File: src/rtl/rx2in_ctl_if.sv
// Byte path between the UART receiver, the RX-to-INBOX controller and the CPU INBOX.
interface rx2in_ctl_if;
    logic       i_rx_wr;
    logic [7:0] i_rx_data;
    logic       i_full;
    logic       o_in_wr;
    logic [7:0] o_in_data;

    // Environment side: drives the RX strobe/data and INBOX full, observes INBOX writes.
    modport master (
        output i_rx_wr,
        output i_rx_data,
        output i_full,
        input  o_in_wr,
        input  o_in_data
    );

    // Controller side.
    modport slave (
        input  i_rx_wr,
        input  i_rx_data,
        input  i_full,
        output o_in_wr,
        output o_in_data
    );
endinterface

File: src/rtl/rx2in_ctl.sv
// RX-to-INBOX controller: buffers UART RX bytes in a small FIFO and writes them to the
// CPU INBOX while it is not full. RX has no backpressure, so bytes arriving with no free
// slot are dropped and counted.
module rx2in_ctl #(
    parameter int unsigned DEPTH  = 16,
    parameter int unsigned ADDR_W = 4
) (
    input  logic              clk,
    input  logic              i_rst_n,
    rx2in_ctl_if.slave        bus,
    input  logic              i_clr_ovf,
    output logic [ADDR_W:0]   o_level,
    output logic              o_overflow,
    output logic [7:0]        o_drop_cnt
);

    localparam logic [ADDR_W:0] LevelMax = DEPTH[ADDR_W:0];

    logic [7:0]        mem_q [DEPTH];
    logic [ADDR_W-1:0] wptr_q, wptr_d;
    logic [ADDR_W-1:0] rptr_q, rptr_d;
    logic [ADDR_W:0]   level_q, level_d;
    logic              in_wr_q, in_wr_d;
    logic [7:0]        in_data_q, in_data_d;
    logic              ovf_q, ovf_d;
    logic [7:0]        drop_cnt_q, drop_cnt_d;

    logic pop, push, drop;

    // Pop waits one cycle after each write so the INBOX full flag can catch up.
    always_comb begin
        pop  = (level_q != '0) && !bus.i_full && !in_wr_q;
        // A pop on the same edge frees a slot, so a full FIFO can still accept.
        push = bus.i_rx_wr && ((level_q < LevelMax) || pop);
        drop = bus.i_rx_wr && !push;
    end

    // Next-state for pointers, level, INBOX write port and drop bookkeeping.
    always_comb begin
        wptr_d     = wptr_q;
        rptr_d     = rptr_q;
        level_d    = level_q;
        in_wr_d    = 1'b0;
        in_data_d  = in_data_q;
        ovf_d      = ovf_q;
        drop_cnt_d = drop_cnt_q;

        if (pop) begin
            in_wr_d   = 1'b1;
            in_data_d = mem_q[rptr_q];
            rptr_d    = rptr_q + ADDR_W'(1);
        end
        if (push) begin
            wptr_d = wptr_q + ADDR_W'(1);
        end

        unique case ({push, pop})
            2'b10:   level_d = level_q + (ADDR_W + 1)'(1);
            2'b01:   level_d = level_q - (ADDR_W + 1)'(1);
            default: level_d = level_q;
        endcase

        // Clear wins, except that a drop on the same edge is counted as the first new one.
        if (i_clr_ovf && drop) begin
            ovf_d      = 1'b1;
            drop_cnt_d = 8'd1;
        end else if (i_clr_ovf) begin
            ovf_d      = 1'b0;
            drop_cnt_d = 8'd0;
        end else if (drop) begin
            ovf_d = 1'b1;
            if (drop_cnt_q != 8'hFF) begin
                drop_cnt_d = drop_cnt_q + 8'd1;
            end
        end
    end

    // Control state with asynchronous reset.
    always_ff @(posedge clk or negedge i_rst_n) begin
        if (!i_rst_n) begin
            wptr_q     <= '0;
            rptr_q     <= '0;
            level_q    <= '0;
            in_wr_q    <= 1'b0;
            in_data_q  <= 8'd0;
            ovf_q      <= 1'b0;
            drop_cnt_q <= 8'd0;
        end else begin
            wptr_q     <= wptr_d;
            rptr_q     <= rptr_d;
            level_q    <= level_d;
            in_wr_q    <= in_wr_d;
            in_data_q  <= in_data_d;
            ovf_q      <= ovf_d;
            drop_cnt_q <= drop_cnt_d;
        end
    end

    // FIFO storage; contents need no reset.
    always_ff @(posedge clk) begin
        if (push) begin
            mem_q[wptr_q] <= bus.i_rx_data;
        end
    end

    assign bus.o_in_wr   = in_wr_q;
    assign bus.o_in_data = in_data_q;
    assign o_level       = level_q;
    assign o_overflow    = ovf_q;
    assign o_drop_cnt    = drop_cnt_q;

endmodule

File: src/flat_wrapper.sv
// flat-port wrapper written by rule: the top's interface ports become plain ports
module rx2in_ctl_flat 
#(
    parameter int unsigned DEPTH  = 16,
    parameter int unsigned ADDR_W = 4
)
  (clk, i_rst_n, i_clr_ovf, o_level, o_overflow, o_drop_cnt, bus_i_rx_wr, bus_i_rx_data, bus_i_full, bus_o_in_wr, bus_o_in_data);
  rx2in_ctl_if bus_i ();
  input  logic clk;
  input  logic i_rst_n;
  input  logic i_clr_ovf;
  output logic [ADDR_W:0] o_level;
  output logic o_overflow;
  output logic [7:0] o_drop_cnt;
  input wire logic [$bits(bus_i.i_rx_wr)-1:0] bus_i_rx_wr;
  input wire logic [$bits(bus_i.i_rx_data)-1:0] bus_i_rx_data;
  input wire logic [$bits(bus_i.i_full)-1:0] bus_i_full;
  output wire logic [$bits(bus_i.o_in_wr)-1:0] bus_o_in_wr;
  output wire logic [$bits(bus_i.o_in_data)-1:0] bus_o_in_data;
  assign bus_i.i_rx_wr = bus_i_rx_wr;
  assign bus_i.i_rx_data = bus_i_rx_data;
  assign bus_i.i_full = bus_i_full;
  assign bus_o_in_wr = bus_i.o_in_wr;
  assign bus_o_in_data = bus_i.o_in_data;
  rx2in_ctl #(.DEPTH(DEPTH), .ADDR_W(ADDR_W)) u_core (.clk(clk), .i_rst_n(i_rst_n), .bus(bus_i), .i_clr_ovf(i_clr_ovf), .o_level(o_level), .o_overflow(o_overflow), .o_drop_cnt(o_drop_cnt));
endmodule
File: config.mk
export PLATFORM = sky130hd
export DESIGN_NAME = rx2in_ctl_flat
export DESIGN_NICKNAME = d
export VERILOG_FILES = /design/src/rtl/rx2in_ctl_if.sv /design/src/rtl/rx2in_ctl.sv /design/src/flat_wrapper.sv
export SDC_FILE = /design/constraint.sdc
export NUM_CORES = 1
export LEC_CHECK = 0
export ABC_AREA = 0
export CAP_MARGIN = 20
export CORE_AREA = 2 2 118 120
export DETAILED_ROUTE_END_ITERATION = 10
export DIE_AREA = 0 0 120 122
export HOLD_SLACK_MARGIN = 0.15
export PLACE_DENSITY = 0.68
export RECOVER_POWER = 25
export SYNTH_ARGS = -nofsm -noshare
export SYNTH_HDL_FRONTEND = slang
export SYNTH_SLANG_ARGS = --single-unit
File: constraint.sdc
create_clock -name clk -period 3.1 [get_ports clk]
set_input_delay 0.62 -clock clk [delete_from_list [all_inputs] [get_ports clk]]
set_output_delay 0.62 -clock clk [all_outputs]
set_load 0.02 [all_outputs]
==> impl_metrics.env, run 1 <==
export IMPL_cts_setup_buffers=0
export IMPL_drtIter0Drc=315
export IMPL_diodes=0
export IMPL_fin_ws_ps=400
export IMPL_worst_pin_slew_ps=1680
export IMPL_ctsHtreeMaxLevel=4
export IMPL_ff2ff_setup_slack_ps=400
export IMPL_hp_class="register to register"
export IMPL_start_util_pct=48.5
export IMPL_max_vdd_ir_drop_v=0.000499
export IMPL_wl_per_cell_um=19.9
export IMPL_violations="max-capacitance violations, max-slew violations"
export IMPL_synth_top_area_cell="edfxtp_1"
export IMPL_end_kind="register"
export IMPL_cts_root_buffer="clkbuf_16"
export IMPL_core_um2=13500
export IMPL_netlist_instances=369
export IMPL_ios=36
export IMPL_port_buffers=35
export IMPL_wirelength_mm=12.4
export IMPL_yosysWarnings=0
export IMPL_post_place_ws_ps=-16.4
export IMPL_finalHoldViolCount=0
export IMPL_fin_crit_sh_pct=87.1
export IMPL_dp_cells=594
export IMPL_worstSetupPathType="register to register"
export IMPL_synth_edff_count=128
export IMPL_crit_arrival_ps=3020
export IMPL_syn_avg_cell_area_um2=17.7
export IMPL_fill_cells=1014
export IMPL_vias=3341
export IMPL_drv_cap=1
export IMPL_area_growth_pct=20.2
export IMPL_maxSlewHeadroom_pct=-12.3
export IMPL_clkSinkCount=159
export IMPL_cts_tree="done"
export IMPL_rsz0062_at_grt="false"
export IMPL_rr_endpoint="u_core.o_level[4]$_DFFE_PN0P_"
export IMPL_worstPathCellList="nor4_1, a211o_1, inv_1, ha_1, ha_1, nor2b_1, o21ai_0, a21oi_1, or3b_2, xnor2_1"
export IMPL_dr_pass1_iters=4
export IMPL_drv_slew=32
export IMPL_hold_depth=2
export IMPL_critPathMaxFanout=5
export IMPL_finClkSkew_ps=6.32
export IMPL_setup_viol=0
export IMPL_fmaxAchievable_mhz=370
export IMPL_yosysSeqAreaShare_pct=70.6
export IMPL_p_per_area_nw_per_um2=912
export IMPL_power_leakage_nw=2.85
export IMPL_final_cells=626
export IMPL_synth_top_area_share_pct=58.7
export IMPL_drive_above_1_share_pct=19.1
export IMPL_synth_nets=393
export IMPL_status="finished, violations left"
export IMPL_cpMostUsedCell="ha_1"
export IMPL_reg2reg_from="u_core.o_level[0]$_DFFE_PN0P_"
export IMPL_post_route_drc_count=0
export IMPL_hold_end="u_core.bus.o_in_data[5]$_DFFE_PN0P_"
export IMPL_hp_start="u_core.bus.o_in_data[5]$_DFFE_PN0P_"
export IMPL_ys_types=36
export IMPL_die_area_um2=14600
export IMPL_ys_top_cells_by_area="edfxtp_1 59%, dfrtp_1 12%, mux4_1 6.4%, mux4_2 5.5%, ha_1 1.9%"
export IMPL_grt_remaining_overflow=0
export IMPL_cts_inserted_buffers=17
export IMPL_synth_flop_cell="edfxtp_1"
export IMPL_post_cts_resized=0
export IMPL_antenna_found_initial=0
export IMPL_ant_nets=0
export IMPL_die_h_um=122
export IMPL_fin_crit_ps=2700
export IMPL_cts_max_path_buffers=2
export IMPL_syn_area_um2=6550
export IMPL_grt_pass1_wl_mm=19.4
export IMPL_globalRouteTotalUtil_pct=18.7
export IMPL_cts_hold_buffers=0
export IMPL_ys_ff_latch=159
export IMPL_grt_pass1_vias=3382
export IMPL_place_congestion=0.764
export IMPL_grt_max_degree=32
export IMPL_async_flop_share_pct=19.5
export IMPL_cp_start_kind="register"
export IMPL_crit_slowest_cell="or3b_2"
export IMPL_crit_required_ps=3420
export IMPL_final_nets=457
export IMPL_clkTransAtPathRegs_ps=60
export IMPL_slowest_delay_ps=450
export IMPL_clk_latency_ps=430
export IMPL_regArea_um2=4620
export IMPL_vias_per_cell=5.34
export IMPL_num_rows=43
export IMPL_die_w_um=120
export IMPL_dp_hpwl_mm=7.81
export IMPL_multiInputGateArea_um2=1740
export IMPL_r2r_cells=10
[routing by layer]
| layer | vias up | global-route usage [%] | share of wire [%] |
|---|---|---|---|
| met4 | 0 | 7.72 | 1.6 |
| met1 | 1677 | 23.7 | 44 |
| met2 | 97 | 30.5 | 50 |
| met5 | - | 0 | 0 |
| li1 | 1551 | - | - |
| met3 | 16 | 5.20 | 5.1 |
[synth_stat cells, types with 3 or more instances]
library cell,instances
edfxtp_1,128
dfrtp_1,31
nand2_1,31
nor2_1,19
mux4_1,16
mux4_2,16
xnor2_1,13
a21oi_1,11
inv_1,11
ha_1,10
mux2i_1,10
mux2_2,8
nor3_1,8
o21ai_1,8
o21ai_0,7
buf_6,5
clkbuf_1,5
nand3_1,5
buf_4,4
nand4_1,3
[kinds of logic (layout without fill, tap and decap cells)]
kind of cell,count (synthesis),in the layout,synth area share [%]
AO/OA/AOI/OAI,31,31,2.62
XOR/XNOR,15,15,2.01
adder cells (fa/ha/maj),11,11,2.22
buffers and inverters,30,107,2.91
flip-flops,159,159,70.6
multiplexers,50,50,14.8
AND/OR/NAND/NOR,73,73,4.85
[cell usage in the layout, fill, tap and decap left out, types with 2 or more instances in the layout]
cell type,n
nand2_1,31
mux4_2,16
o21ai_1,8
mux2i_1,10
clkdlybuf4s50_1,30
dfrtp_1,30
nand3_1,5
mux2_2,8
mux4_1,16
inv_6,2
nand4_1,3
dlygate4sd3_1,5
ha_1,10
nand2b_1,2
nor2_1,19
clkinv_2,3
xnor2_1,13
clkinvlp_4,2
clkbuf_16,17
xor2_1,2
inv_1,11
o21ai_0,7
buf_4,27
edfxtp_1,128
a21oi_1,11
nor3_1,8
a21o_1,2
bufinv_16,6
[stage by stage]
stage	power (mW)	TNS [ps]	hold slack [ps]	util (%)	cell area [um^2]
after floorplan	4.27	0	324	-	6550
after global placement	4.84	0	454	53.3	7200
after detailed placement	4.90	-16.4	461	53.3	7200
after CTS	7.24	0	474	58.3	7870
after global routing	7.52	0	505	58.3	7870
final	7.17	0	472	58.3	7870
[worst max-delay path: cells and delay by family (launching register included)]
| family | cells | cell delay [ps] |
|---|---|---|
| simple gates | 3 | 920 |
| xor+xnor | 1 | 130 |
| compound gates | 3 | 530 |
| flops | 1 | 440 |
| fa+ha+maj | 2 | 500 |
| buf+inv | 1 | 60 |
[final cells by class]
cell class | instances | share of cell area, %
multi-input combinational | 180 | 22.1
tap | 180 | 2.86
clock buffer | 17 | 5.41
clock inverter | 15 | 3.05
sequential | 159 | 58.7
timing repair buffer | 64 | 7.33
inverter | 11 | 0.525
[worst max path at each step]
stage	start	to	cells after the start
2_1_floorplan	bus_i_full	u_core.o_level[4]$_DFFE_PN0P_	11
6_report	u_core.o_level[0]$_DFFE_PN0P_	u_core.o_level[4]$_DFFE_PN0P_	10
4_1_cts	u_core.o_level[0]$_DFFE_PN0P_	u_core.o_level[4]$_DFFE_PN0P_	10
3_3_place_gp	bus_i_full	u_core.o_level[4]$_DFFE_PN0P_	12
3_5_place_dp	bus_i_full	u_core.o_level[4]$_DFFE_PN0P_	12
5_1_grt	u_core.o_level[0]$_DFFE_PN0P_	u_core.o_level[4]$_DFFE_PN0P_	10
[state kept, by name, summed over array words and instances, names as in the netlist]
register	flops
u_core.wptr_q	4
u_core.rptr_q	4
u_core.bus.o_in_data	8
u_core.mem_q	128
u_core.o_overflow	1
u_core.o_level	5
u_core.bus.o_in_wr	1
u_core.o_drop_cnt	8
[power by group]
| group | switching, mW | total [mW] | internal [mW] |
|---|---|---|---|
| combinational | 0.940 | 1.94 | 1.00 |
| clock | 0.833 | 2.34 | 1.51 |
| sequential | 0.288 | 2.89 | 2.60 |
| total | 2.06 | 7.17 | 5.11 |
Note: power is estimated with default switching activity, not from simulation.
==> run 2, diff against run 1 <==
--- a/config.mk
+++ b/config.mk
@@ -7,9 +7,9 @@
 export LEC_CHECK = 0
 export ABC_AREA = 0
 export CAP_MARGIN = 20
-export CORE_AREA = 2 2 118 120
+export CORE_AREA = 5 5 121 123
 export DETAILED_ROUTE_END_ITERATION = 10
-export DIE_AREA = 0 0 120 122
+export DIE_AREA = 0 0 126 128
 export HOLD_SLACK_MARGIN = 0.15
 export PLACE_DENSITY = 0.68
 export RECOVER_POWER = 25
==> impl_metrics.env, run 2 (synthesis gave the netlist of run 1 again) <==
export IMPL_num_rows=43
export IMPL_antenna_found_initial=0
export IMPL_die_w_um=126
export IMPL_crit_required_ps=3400
export IMPL_ant_nets=0
export IMPL_final_core_util_pct=57.5
export IMPL_area_growth_pct=19.1
export IMPL_clkTransAtPathRegs_ps=60
export IMPL_fmaxAchievable_mhz=370
export IMPL_finClkSkew_ps=3.56
export IMPL_hold_end="u_core.bus.o_in_data[0]$_DFFE_PN0P_"
export IMPL_rsz0062_at_grt="false"
export IMPL_p_per_area_nw_per_um2=882
export IMPL_cts_root_buffer="clkbuf_16"
export IMPL_cp_start_kind="input port"
export IMPL_tns_ps=0
export IMPL_cts_hold_buffers=0
export IMPL_vias_per_cell=5.41
export IMPL_crit_buf_inv=3
export IMPL_core_um2=13600
export IMPL_r2r_cells=10
export IMPL_grt_max_degree=32
export IMPL_hp_start="u_core.bus.o_in_data[0]$_DFFE_PN0P_"
export IMPL_drv_cap=1
export IMPL_finalHoldViolCount=0
export IMPL_hp_class="register to register"
export IMPL_max_vdd_ir_drop_v=0.000435
export IMPL_diodes=0
export IMPL_final_common_cell="edfxtp_1"
export IMPL_rr_endpoint="u_core.o_level[4]$_DFFE_PN0P_"
export IMPL_dp_hpwl_mm=8.14
export IMPL_vias=3390
export IMPL_port_buffers=35
export IMPL_clk_latency_ps=420
export IMPL_cts_inserted_buffers=17
export IMPL_largest_register_ffs=128
export IMPL_drtIter0Drc=238
export IMPL_fin_crit_ps=2700
export IMPL_path_delay_family="simple AND/OR/NAND/NOR gates"
export IMPL_violations="max-capacitance violations, max-slew violations"
export IMPL_fin_crit_sh_pct=87.2
export IMPL_globalRouteTotalUtil_pct=16.5
export IMPL_path_depth=12
export IMPL_cts_tree="done"
export IMPL_drv_slew=32
export IMPL_largest_register="u_core.mem_q"
export IMPL_power_leakage_nw=2.81
export IMPL_post_route_drc_count=0
export IMPL_grt_pass1_wl_mm=19.8
export IMPL_wl_per_cell_um=19.7
export IMPL_worst_pin_slew_ps=1740
export IMPL_cts_max_path_buffers=2
export IMPL_place_congestion=0.738
export IMPL_status="finished, violations left"
export IMPL_drive_above_1_share_pct=18.8
export IMPL_dr_pass1_iters=4
export IMPL_grt_pass1_vias=3557
export IMPL_final_nets=458
export IMPL_wirelength_mm=12.4
export IMPL_die_area_um2=16100
export IMPL_critPathMaxFanout=3
export IMPL_worstSetupPathType="input port to register"
export IMPL_maxSlewHeadroom_pct=-16.1
export IMPL_cts_setup_buffers=0
export IMPL_ff2ff_setup_slack_ps=430
export IMPL_ios=36
export IMPL_hold_depth=2
export IMPL_start_util_pct=48.3
export IMPL_slowest_delay_ps=510
export IMPL_end_kind="register"
export IMPL_ctsHtreeMaxLevel=4
export IMPL_clkSinkCount=159
export IMPL_final_cell_mix="128 x edfxtp_1, 31 x nand2_1, 30 x dfrtp_1, 28 x clkdlybuf4s50_1, 28 x buf_4"
export IMPL_crit_arrival_ps=3000
export IMPL_post_cts_resized=0
export IMPL_grt_remaining_overflow=0
export IMPL_reg2reg_from="u_core.o_level[0]$_DFFE_PN0P_"
export IMPL_die_h_um=128
export IMPL_crit_slowest_cell="clkdlybuf4s50_1"
export IMPL_setup_viol=0
export IMPL_worstPathCellList="clkdlybuf4s50_1, o21ai_0, and2_1, inv_1, ha_1, inv_1, fa_1, nor2b_1, o21ai_0, nand3_1, or3b_2, xnor2_1"
[run 2: layout make-up]
class	count	area (um^2)
Sequential cell	159	4620
Fill cell	1050	5760
Timing Repair Buffer	65	584
Multi-Input combinational cell	180	1740
Clock inverter	14	159
Inverter	11	41.3
Tap cell	180	225
Clock buffer	18	429
[run 2: how the worst max path moves through the flow]
stage / endpoint / slack [ps] / start
3_3_place_gp: u_core.o_level[4]$_DFFE_PN0P_ / 20 / bus_i_full
2_1_floorplan: u_core.o_level[4]$_DFFE_PN0P_ / 280 / bus_i_full
3_5_place_dp: u_core.o_level[4]$_DFFE_PN0P_ / -40 / bus_i_full
4_1_cts: u_core.o_level[4]$_DFFE_PN0P_ / 400 / bus_i_full
6_report: u_core.o_level[4]$_DFFE_PN0P_ / 400 / bus_i_full
5_1_grt: u_core.o_level[4]$_DFFE_PN0P_ / 230 / bus_i_full
[run 2: layer usage]
layer  routed length, um  track usage (%)  vias to the layer above
met4                 142             5.87                        0
met2                6260             27.5                       66
li1                    -                -                     1555
met1                5440             21.5                     1758
met3                 529             3.83                       11
met5                   0                0                        -
[run 2: tightest hold or removal path: cells and delay by family, from the launching register on]
family | cells | cell delay, ps
DFF | 1 | 340
and+or+nand+nor | 2 | 90
[run 2: through the flow]
step	hold slack [ps]	worst slack, ps	instance area [um^2]	total power, mW	std cells
global placement	456	21.8	7210	4.84	595
CTS	473	399	7800	6.96	627
floorplan	324	279	6550	4.27	369
detailed placement	460	-35.1	7210	4.91	595
finish	469	397	7800	6.88	627
global route	502	225	7800	7.24	627
[run 2: report_power, final]
part | internal, mW | leakage [nW] | switching [mW] | total (mW)
registers | 2.60 | 1.54 | 0.300 | 2.90
logic | 1.01 | 0.994 | 0.922 | 1.93
clock network | 1.20 | 0.278 | 0.846 | 2.05
total | 4.81 | 2.81 | 2.07 | 6.88
